$ cat src/rtl/range_match_pkg.sv
// Shared types and helpers for the pipelined range matcher.
package range_match_pkg;

    // Widest key the rule table can hold; narrower keys use the low bits.
    localparam int unsigned MAX_KEY_W = 64;

    typedef enum logic [1:0] {
        CMP_EQ = 2'd0,
        CMP_LT = 2'd1,
        CMP_GT = 2'd2
    } cmp_t;

    typedef struct packed {
        logic [MAX_KEY_W-1:0] lb;
        logic [MAX_KEY_W-1:0] ub;
        logic                 en;
    } rule_t;

    function automatic int unsigned nstages(int unsigned key_w, int unsigned chunk_w);
        return key_w / chunk_w;
    endfunction

    // Once a higher chunk has decided the ordering, lower chunks cannot change it.
    function automatic cmp_t cmp_next(cmp_t st, logic gt, logic lt);
        if (st != CMP_EQ) return st;
        if (gt) return CMP_GT;
        if (lt) return CMP_LT;
        return CMP_EQ;
    endfunction

endpackage

$ cat src/rtl/range_match_stage.sv
// One pipeline stage: compares one key chunk against every rule's bound chunks
// and registers the key, valid flag and per-rule compare state.
module range_match_stage
    import range_match_pkg::*;
#(
    parameter int unsigned KEY_W     = 16,
    parameter int unsigned CHUNK_W   = 4,
    parameter int unsigned NUM_RULES = 8,
    parameter int unsigned STAGE     = 0
) (
    input  logic                           clk,
    input  logic                           rst,
    input  logic                           i_adv,
    input  logic                           i_valid,
    input  logic [KEY_W-1:0]               i_key,
    input  logic [2*NUM_RULES-1:0]         i_lb_st,
    input  logic [2*NUM_RULES-1:0]         i_ub_st,
    input  logic [NUM_RULES*CHUNK_W-1:0]   i_lb_chunk,
    input  logic [NUM_RULES*CHUNK_W-1:0]   i_ub_chunk,
    output logic                           o_valid,
    output logic [KEY_W-1:0]               o_key,
    output logic [2*NUM_RULES-1:0]         o_lb_st,
    output logic [2*NUM_RULES-1:0]         o_ub_st
);

    localparam int unsigned MSB = KEY_W - 1 - STAGE * CHUNK_W;

    logic [CHUNK_W-1:0]     w_chunk;
    logic [2*NUM_RULES-1:0] w_lb_st_d;
    logic [2*NUM_RULES-1:0] w_ub_st_d;

    logic                   r_valid;
    logic [KEY_W-1:0]       r_key;
    logic [2*NUM_RULES-1:0] r_lb_st;
    logic [2*NUM_RULES-1:0] r_ub_st;

    assign w_chunk = i_key[MSB -: CHUNK_W];

    // Refine each rule's lower/upper compare state with this stage's chunk.
    always_comb begin
        w_lb_st_d = '0;
        w_ub_st_d = '0;
        for (int r = 0; r < NUM_RULES; r++) begin
            w_lb_st_d[2*r +: 2] = cmp_next(cmp_t'(i_lb_st[2*r +: 2]),
                                           w_chunk > i_lb_chunk[r*CHUNK_W +: CHUNK_W],
                                           w_chunk < i_lb_chunk[r*CHUNK_W +: CHUNK_W]);
            w_ub_st_d[2*r +: 2] = cmp_next(cmp_t'(i_ub_st[2*r +: 2]),
                                           w_chunk > i_ub_chunk[r*CHUNK_W +: CHUNK_W],
                                           w_chunk < i_ub_chunk[r*CHUNK_W +: CHUNK_W]);
        end
    end

    // Stage register; holds its contents whenever the pipeline is stalled.
    always_ff @(posedge clk or posedge rst) begin
        if (rst) begin
            r_valid <= 1'b0;
            r_key   <= '0;
            r_lb_st <= '0;
            r_ub_st <= '0;
        end else if (i_adv) begin
            r_valid <= i_valid;
            r_key   <= i_key;
            r_lb_st <= w_lb_st_d;
            r_ub_st <= w_ub_st_d;
        end
    end

    assign o_valid = r_valid;
    assign o_key   = r_key;
    assign o_lb_st = r_lb_st;
    assign o_ub_st = r_ub_st;

endmodule

$ cat src/rtl/range_match_pipeline.sv
// Pipelined range classifier: one chunk per stage, MSB first, with a
// double-buffered rule table whose commit waits for the pipeline to drain.
module range_match_pipeline
    import range_match_pkg::*;
#(
    parameter int unsigned KEY_W     = 16,
    parameter int unsigned CHUNK_W   = 4,
    parameter int unsigned NUM_RULES = 8,
    parameter int unsigned IDX_W     = (NUM_RULES > 1) ? $clog2(NUM_RULES) : 1
) (
    input  logic                 clk,
    input  logic                 rst,
    input  logic                 in_valid,
    output logic                 in_ready,
    input  logic [KEY_W-1:0]     in_key,
    input  logic                 cfg_we,
    input  logic [IDX_W-1:0]     cfg_idx,
    input  logic [KEY_W-1:0]     cfg_lb,
    input  logic [KEY_W-1:0]     cfg_ub,
    input  logic                 cfg_en,
    input  logic                 cfg_commit,
    output logic                 cfg_busy,
    output logic                 out_valid,
    input  logic                 out_ready,
    output logic [NUM_RULES-1:0] out_match,
    output logic                 out_hit,
    output logic [IDX_W-1:0]     out_idx
);

    localparam int unsigned NSTAGES = nstages(KEY_W, CHUNK_W);

    if ((KEY_W % CHUNK_W) != 0 || KEY_W > MAX_KEY_W) begin : g_param_err
        $error("range_match_pipeline: KEY_W must be a multiple of CHUNK_W and <= MAX_KEY_W");
    end

    typedef enum logic [0:0] {StIdle, StDrain} state_e;

    state_e                  r_state;
    state_e                  w_state_d;
    logic                    w_copy;

    rule_t [NUM_RULES-1:0]   r_shadow;
    rule_t [NUM_RULES-1:0]   r_active;
    rule_t [NUM_RULES-1:0]   w_shadow_d;
    rule_t                   w_cfg_rule;

    logic                    w_adv;
    logic                    w_any_valid;
    logic [NSTAGES:0]        w_valid;
    logic [KEY_W-1:0]        w_key   [NSTAGES+1];
    logic [2*NUM_RULES-1:0]  w_lb_st [NSTAGES+1];
    logic [2*NUM_RULES-1:0]  w_ub_st [NSTAGES+1];
    logic                    w_unused;

    // Advance / accept control.
    assign w_adv       = ~out_valid | out_ready;
    assign in_ready    = w_adv & (r_state == StIdle);
    assign w_any_valid = |w_valid[NSTAGES:1];
    assign cfg_busy    = (r_state == StDrain);

    // Stage 0 inputs: every rule starts undecided (CMP_EQ encodes as zero).
    assign w_valid[0] = in_valid & in_ready;
    assign w_key[0]   = in_key;
    assign w_lb_st[0] = '0;
    assign w_ub_st[0] = '0;

    for (genvar g = 0; g < NSTAGES; g++) begin : g_stage
        logic [NUM_RULES*CHUNK_W-1:0] w_lb_chunk;
        logic [NUM_RULES*CHUNK_W-1:0] w_ub_chunk;

        // Slice this stage's chunk out of every active bound.
        always_comb begin
            w_lb_chunk = '0;
            w_ub_chunk = '0;
            for (int r = 0; r < NUM_RULES; r++) begin
                w_lb_chunk[r*CHUNK_W +: CHUNK_W] = r_active[r].lb[KEY_W-1-g*CHUNK_W -: CHUNK_W];
                w_ub_chunk[r*CHUNK_W +: CHUNK_W] = r_active[r].ub[KEY_W-1-g*CHUNK_W -: CHUNK_W];
            end
        end

        range_match_stage #(
            .KEY_W    (KEY_W),
            .CHUNK_W  (CHUNK_W),
            .NUM_RULES(NUM_RULES),
            .STAGE    (g)
        ) u_stage (
            .clk       (clk),
            .rst       (rst),
            .i_adv     (w_adv),
            .i_valid   (w_valid[g]),
            .i_key     (w_key[g]),
            .i_lb_st   (w_lb_st[g]),
            .i_ub_st   (w_ub_st[g]),
            .i_lb_chunk(w_lb_chunk),
            .i_ub_chunk(w_ub_chunk),
            .o_valid   (w_valid[g+1]),
            .o_key     (w_key[g+1]),
            .o_lb_st   (w_lb_st[g+1]),
            .o_ub_st   (w_ub_st[g+1])
        );
    end

    // Final stage holds the result; the active table cannot change under it
    // because a commit only copies once every stage is empty.
    assign out_valid = w_valid[NSTAGES];

    // Resolve per-rule match from the final compare state.
    always_comb begin
        out_match = '0;
        for (int r = 0; r < NUM_RULES; r++) begin
            out_match[r] = out_valid & r_active[r].en
                         & (w_lb_st[NSTAGES][2*r +: 2] != CMP_LT)
                         & (w_ub_st[NSTAGES][2*r +: 2] != CMP_GT);
        end
    end

    assign out_hit = |out_match;

    // Lowest-index hit wins.
    always_comb begin
        out_idx = '0;
        for (int r = int'(NUM_RULES) - 1; r >= 0; r--) begin
            if (out_match[r]) out_idx = IDX_W'(r);
        end
    end

    // Shadow table with this cycle's write applied, so a copy picks it up.
    always_comb begin
        w_cfg_rule                = '0;
        w_cfg_rule.lb[KEY_W-1:0]  = cfg_lb;
        w_cfg_rule.ub[KEY_W-1:0]  = cfg_ub;
        w_cfg_rule.en             = cfg_en;
        w_shadow_d                = r_shadow;
        if (cfg_we) w_shadow_d[cfg_idx] = w_cfg_rule;
    end

    // Commit FSM next state: wait for an empty pipeline, then copy.
    always_comb begin
        w_state_d = r_state;
        w_copy    = 1'b0;
        unique case (r_state)
            StIdle: begin
                if (cfg_commit) w_state_d = StDrain;
            end
            StDrain: begin
                if (!w_any_valid) begin
                    w_copy    = 1'b1;
                    w_state_d = StIdle;
                end
            end
            default: w_state_d = StIdle;
        endcase
    end

    // Commit FSM state register.
    always_ff @(posedge clk or posedge rst) begin
        if (rst) r_state <= StIdle;
        else     r_state <= w_state_d;
    end

    // Shadow and active rule tables.
    always_ff @(posedge clk or posedge rst) begin
        if (rst) begin
            r_shadow <= '0;
            r_active <= '0;
        end else begin
            r_shadow <= w_shadow_d;
            if (w_copy) r_active <= w_shadow_d;
        end
    end

    // Bound bits above KEY_W and the last stage's key copy have no consumer.
    assign w_unused = ^{r_active, w_key[NSTAGES]};

endmodule

$ cat config.mk
export PLATFORM = sky130hd
export DESIGN_NAME = range_match_pipeline
export DESIGN_NICKNAME = d
export VERILOG_FILES = /design/src/rtl/range_match_pkg.sv /design/src/rtl/range_match_stage.sv /design/src/rtl/range_match_pipeline.sv
export SDC_FILE = /design/constraint.sdc
export NUM_CORES = 2
export LEC_CHECK = 0
export ABC_AREA = 1
export CAP_MARGIN = 20
export CORE_MARGIN = 1
export CORE_UTILIZATION = 30
export CTS_BUF_LIST = sky130_fd_sc_hd__clkbuf_4 sky130_fd_sc_hd__clkbuf_8 sky130_fd_sc_hd__clkbuf_16
export CTS_CLUSTER_SIZE = 25
export DETAILED_ROUTE_END_ITERATION = 10
export SYNTH_ARGS = -nofsm -noshare
export SYNTH_HDL_FRONTEND = slang
export SYNTH_SLANG_ARGS = --single-unit
$ cat constraint.sdc
create_clock -name clk -period 21 [get_ports clk]
set_clock_uncertainty 0.15 [all_clocks]
set_input_delay 3.15 -clock clk [delete_from_list [all_inputs] [get_ports clk]]
set_output_delay 3.15 -clock clk [all_outputs]
set_load 0.02 [all_outputs]
==> results_dict.tcl <==
set metrics [dict create \
    endpoint "in_ready" \
    wl_per_cell_um 16.91 \
    holdPathStages 2 \
    post-route-drc-count 0 \
    tightest_slew_ns 1.131 \
    ctsResizeCount 0 \
    powerDensity_nw_per_um2 145.4 \
    ys_ff_latch 685 \
    dr.pass1.iters 6 \
    cts_buffers 74 \
    avgSynthCellArea_um2 9.399 \
    synth-seq-area-share_pct 54.95 \
    synth_area_leaders "dfrtp_1 55%, ha_1 10%, o21ai_0 9.6%" \
    layout_setup_ws_ns 12.65 \
    cp.depth 4 \
    cts_tree "done" \
    dpl_cell_area_um2 33400 \
    clockRootBuffer "clkbuf_16" \
    yosysWarnings 0 \
    start_kind "input port" \
    min_path_type "register to register" \
    cpMostUsedCell "clkdlybuf4s50_1" \
    area_growth_pct 15.76 \
    wirelength_um 81060 \
    htree_levels 3 \
    cp.arrival_ns 5.05 \
    grt_pass1_vias 22170 \
    crit_type "input port to primary output" \
    ys_top_cells_by_count "685 x dfrtp_1, 639 x nand2_1, 601 x o21ai_0" \
    crit_path_max_incr_delay_ns 0.86 \
    antenna_left 0 \
    p_leak_nw 17.05 \
    max_freq_mhz 119.8 \
    grt-ovfl-total 0 \
    ys_types 29 \
    n_fill_cell 10350 \
    grt_pass1_wl_um 129000 \
    ctsHoldBuffers 0 \
    dp_slack_ns 12.75 \
    maxCapViolCount 0 \
    syn-num-nets 3633 \
    path_cells "clkdlybuf4s50_1 -> nor2_4 -> nor2_1 -> clkdlybuf4s50_1" \
    r2r-start "g_stage[3].u_stage.o_valid" \
    final_area_um2 36110 \
    synth_top_area_share_pct 54.95 \
    antenna_found_initial 5 \
    ctsLongestPathBuffers 3 \
    crit_buf_inv 2 \
    worst-path-max-fanout 3 \
    finalCritPeriodShare_pct 39.74 \
    netlist_instances 3319 \
    synthArstFlopShare_pct 100.0 \
    grt_setup_unrepaired "no" \
    regToRegEndpoint "g_stage[1].w_lb_chunk[4]" \
    synth-edff-count 0 \
    rows 117 \
    max_slew_margin_pct 24.51 \
    cts_setup_buffers 0 \
    core_area_um2 102500 \
    vias 22330 \
    path_delay_family "buffers and inverters" \
    hold_viol_final 0 \
    fin_crit_ns 8.346 \
    grt_usage_pct 15.65 \
    grt_max_degree 221 \
    required_ns 17.70 \
    outcome "completed" \
    peakVddDrop_mv 0.1736 \
    postLayoutCoreUtil_pct 35.24 \
    port_buffers 72 \
    diodes 0 \
    pin_count 73 \
    die_area_um2 105300 \
    vias_per_cell 4.660 \
    synthMostInstantiatedCell "dfrtp_1" \
    fin_tns_setup_ns 0 \
    min_from "g_stage[1].u_stage.o_key[3]" \
    dp_hpwl_um 51050 \
    slowest_stage "clkdlybuf4s50_1" \
    clk_pin_slew_ns 0.06 \
    ys.flop_type "dfrtp_1" \
    setup_viol 0 \
    cts_num_sinks 685 \
    r2r_setup_slack_ns 17.04 \
    die_x_um 324.5 \
    gp_congestion 0.8078 \
    yosys.area.top_type "dfrtp_1" \
    start_util_pct 30.44 \
    fin_nets 3680 \
    cp-end-kind "primary output" \
    dr.first_iter.drc_count 1616 \
    syn_area_um2 31190 \
    clkLatencyLatePin_ns 0.62 \
    drv_slew 0 \
    reg2reg_depth 7 \
    layout-drive-gt1-share_pct 7.477 \
    crit_start "out_ready" \
    dp.cells 4654 \
    final_cells 4792 \
    die_h_um 324.5 \
]
-- per-stage QoR --
stage	power (mW)	hold slack, ns
after global routing	5.693	0.3541
after detailed placement	3.885	0.3120
final	5.252	0.3220
after floorplan	3.342	0.2922
after global placement	3.813	0.3041
after CTS	5.293	0.3242
-- per-layer routing --
metal	share of wire (%)	track usage [%]	wire [um]	vias to the layer above
li1	-	-	-	10980
met1	48	22.28	38880	10860
met2	45	24.45	36250	383
met3	5.2	2.815	4197	104
met4	2.1	3.979	1726	0
met5	0	0	0	-
-- cell type report --
type                       instances  area (um^2)  share of cell area (%)
sequential                       685        17140                   47.47
clock inverter                    24        314.1                  0.8697
tap                             1368         1712                   4.740
timing repair buffer             109         1136                   3.146
multi-input combinational       2106        12030                   33.31
inverter                         390         1473                   4.078
clock buffer                     110         2307                   6.389
-- cell families after synthesis --
group	Yosys count	share of synthesized area [%]
AO/OA/AOI/OAI	858	14.23
AND/OR/NAND/NOR	922	11.43
multiplexers	70	2.527
flip-flops	685	54.95
buffers and inverters	528	6.590
adder cells (fa/ha/maj)	256	10.27
-- worst min-delay path, delay by kind of cell (launching register included) --
family | cells | cell delay, ns
simple gates | 2 | 0.11
flops | 1 | 0.34
-- worst min path at each step --
stage                                  end
2_1_floorplan  g_stage[1].u_stage.o_key[7]
4_1_cts        g_stage[2].u_stage.o_key[0]
6_report       g_stage[2].u_stage.o_key[3]
3_5_place_dp   g_stage[2].u_stage.o_key[2]
3_3_place_gp   g_stage[2].u_stage.o_key[2]
5_1_grt        g_stage[2].u_stage.o_key[3]
-- state kept, by name, summed over array words and instances, names as in the netlist --
signal / cells
g_stage.u_stage.o_ub_st: 64
g_stage.u_stage.o_valid: 4
r_active: 8
g_stage.u_stage.o_key: 24
g_stage.w_lb_chunk: 128
r_shadow: 264
cfg_busy: 1
g_stage.w_ub_chunk: 128
g_stage.u_stage.o_lb_st: 64
-- placed cells by master, fill, tap and decap left out --
cell	netlist	routed
o21ai_0	601	601
nor3_1	48	48
nand3b_1	1	1
nand3_1	3	2
mux2_2	70	70
a211oi_1	1	1
inv_2	1	1
clkinv_8	0	3
a21oi_1	182	182
buf_4	4	27
clkdlybuf4s50_1	0	72
clkbuf_8	0	24
a31oi_1	19	19
o22ai_1	16	16
dfrtp_1	685	685
or2_2	1	1
nor3_4	1	2
o211ai_1	19	19
bufinv_16	0	6
nor2_4	0	1
clkinvlp_4	0	2
nand2_1	639	633
inv_6	0	3
nand4_1	3	3
o21ai_1	1	1
nor2_1	223	223
buf_12	0	4
ha_1	256	256
clkbuf_4	0	11
nand2_2	0	6
buf_8	0	1
a22o_1	3	3
o21a_1	16	16
inv_1	389	387
buf_16	0	4
clkbuf_16	0	76
nand3_2	1	2
clkinv_2	0	12
-- report_power, final --
part	internal (mW)	total [mW]	switching [mW]
combinational	0.705	1.89	1.19
sequential	1.77	1.98	0.206
clock	0.836	1.38	0.547
(Power assumes the default switching activity.)
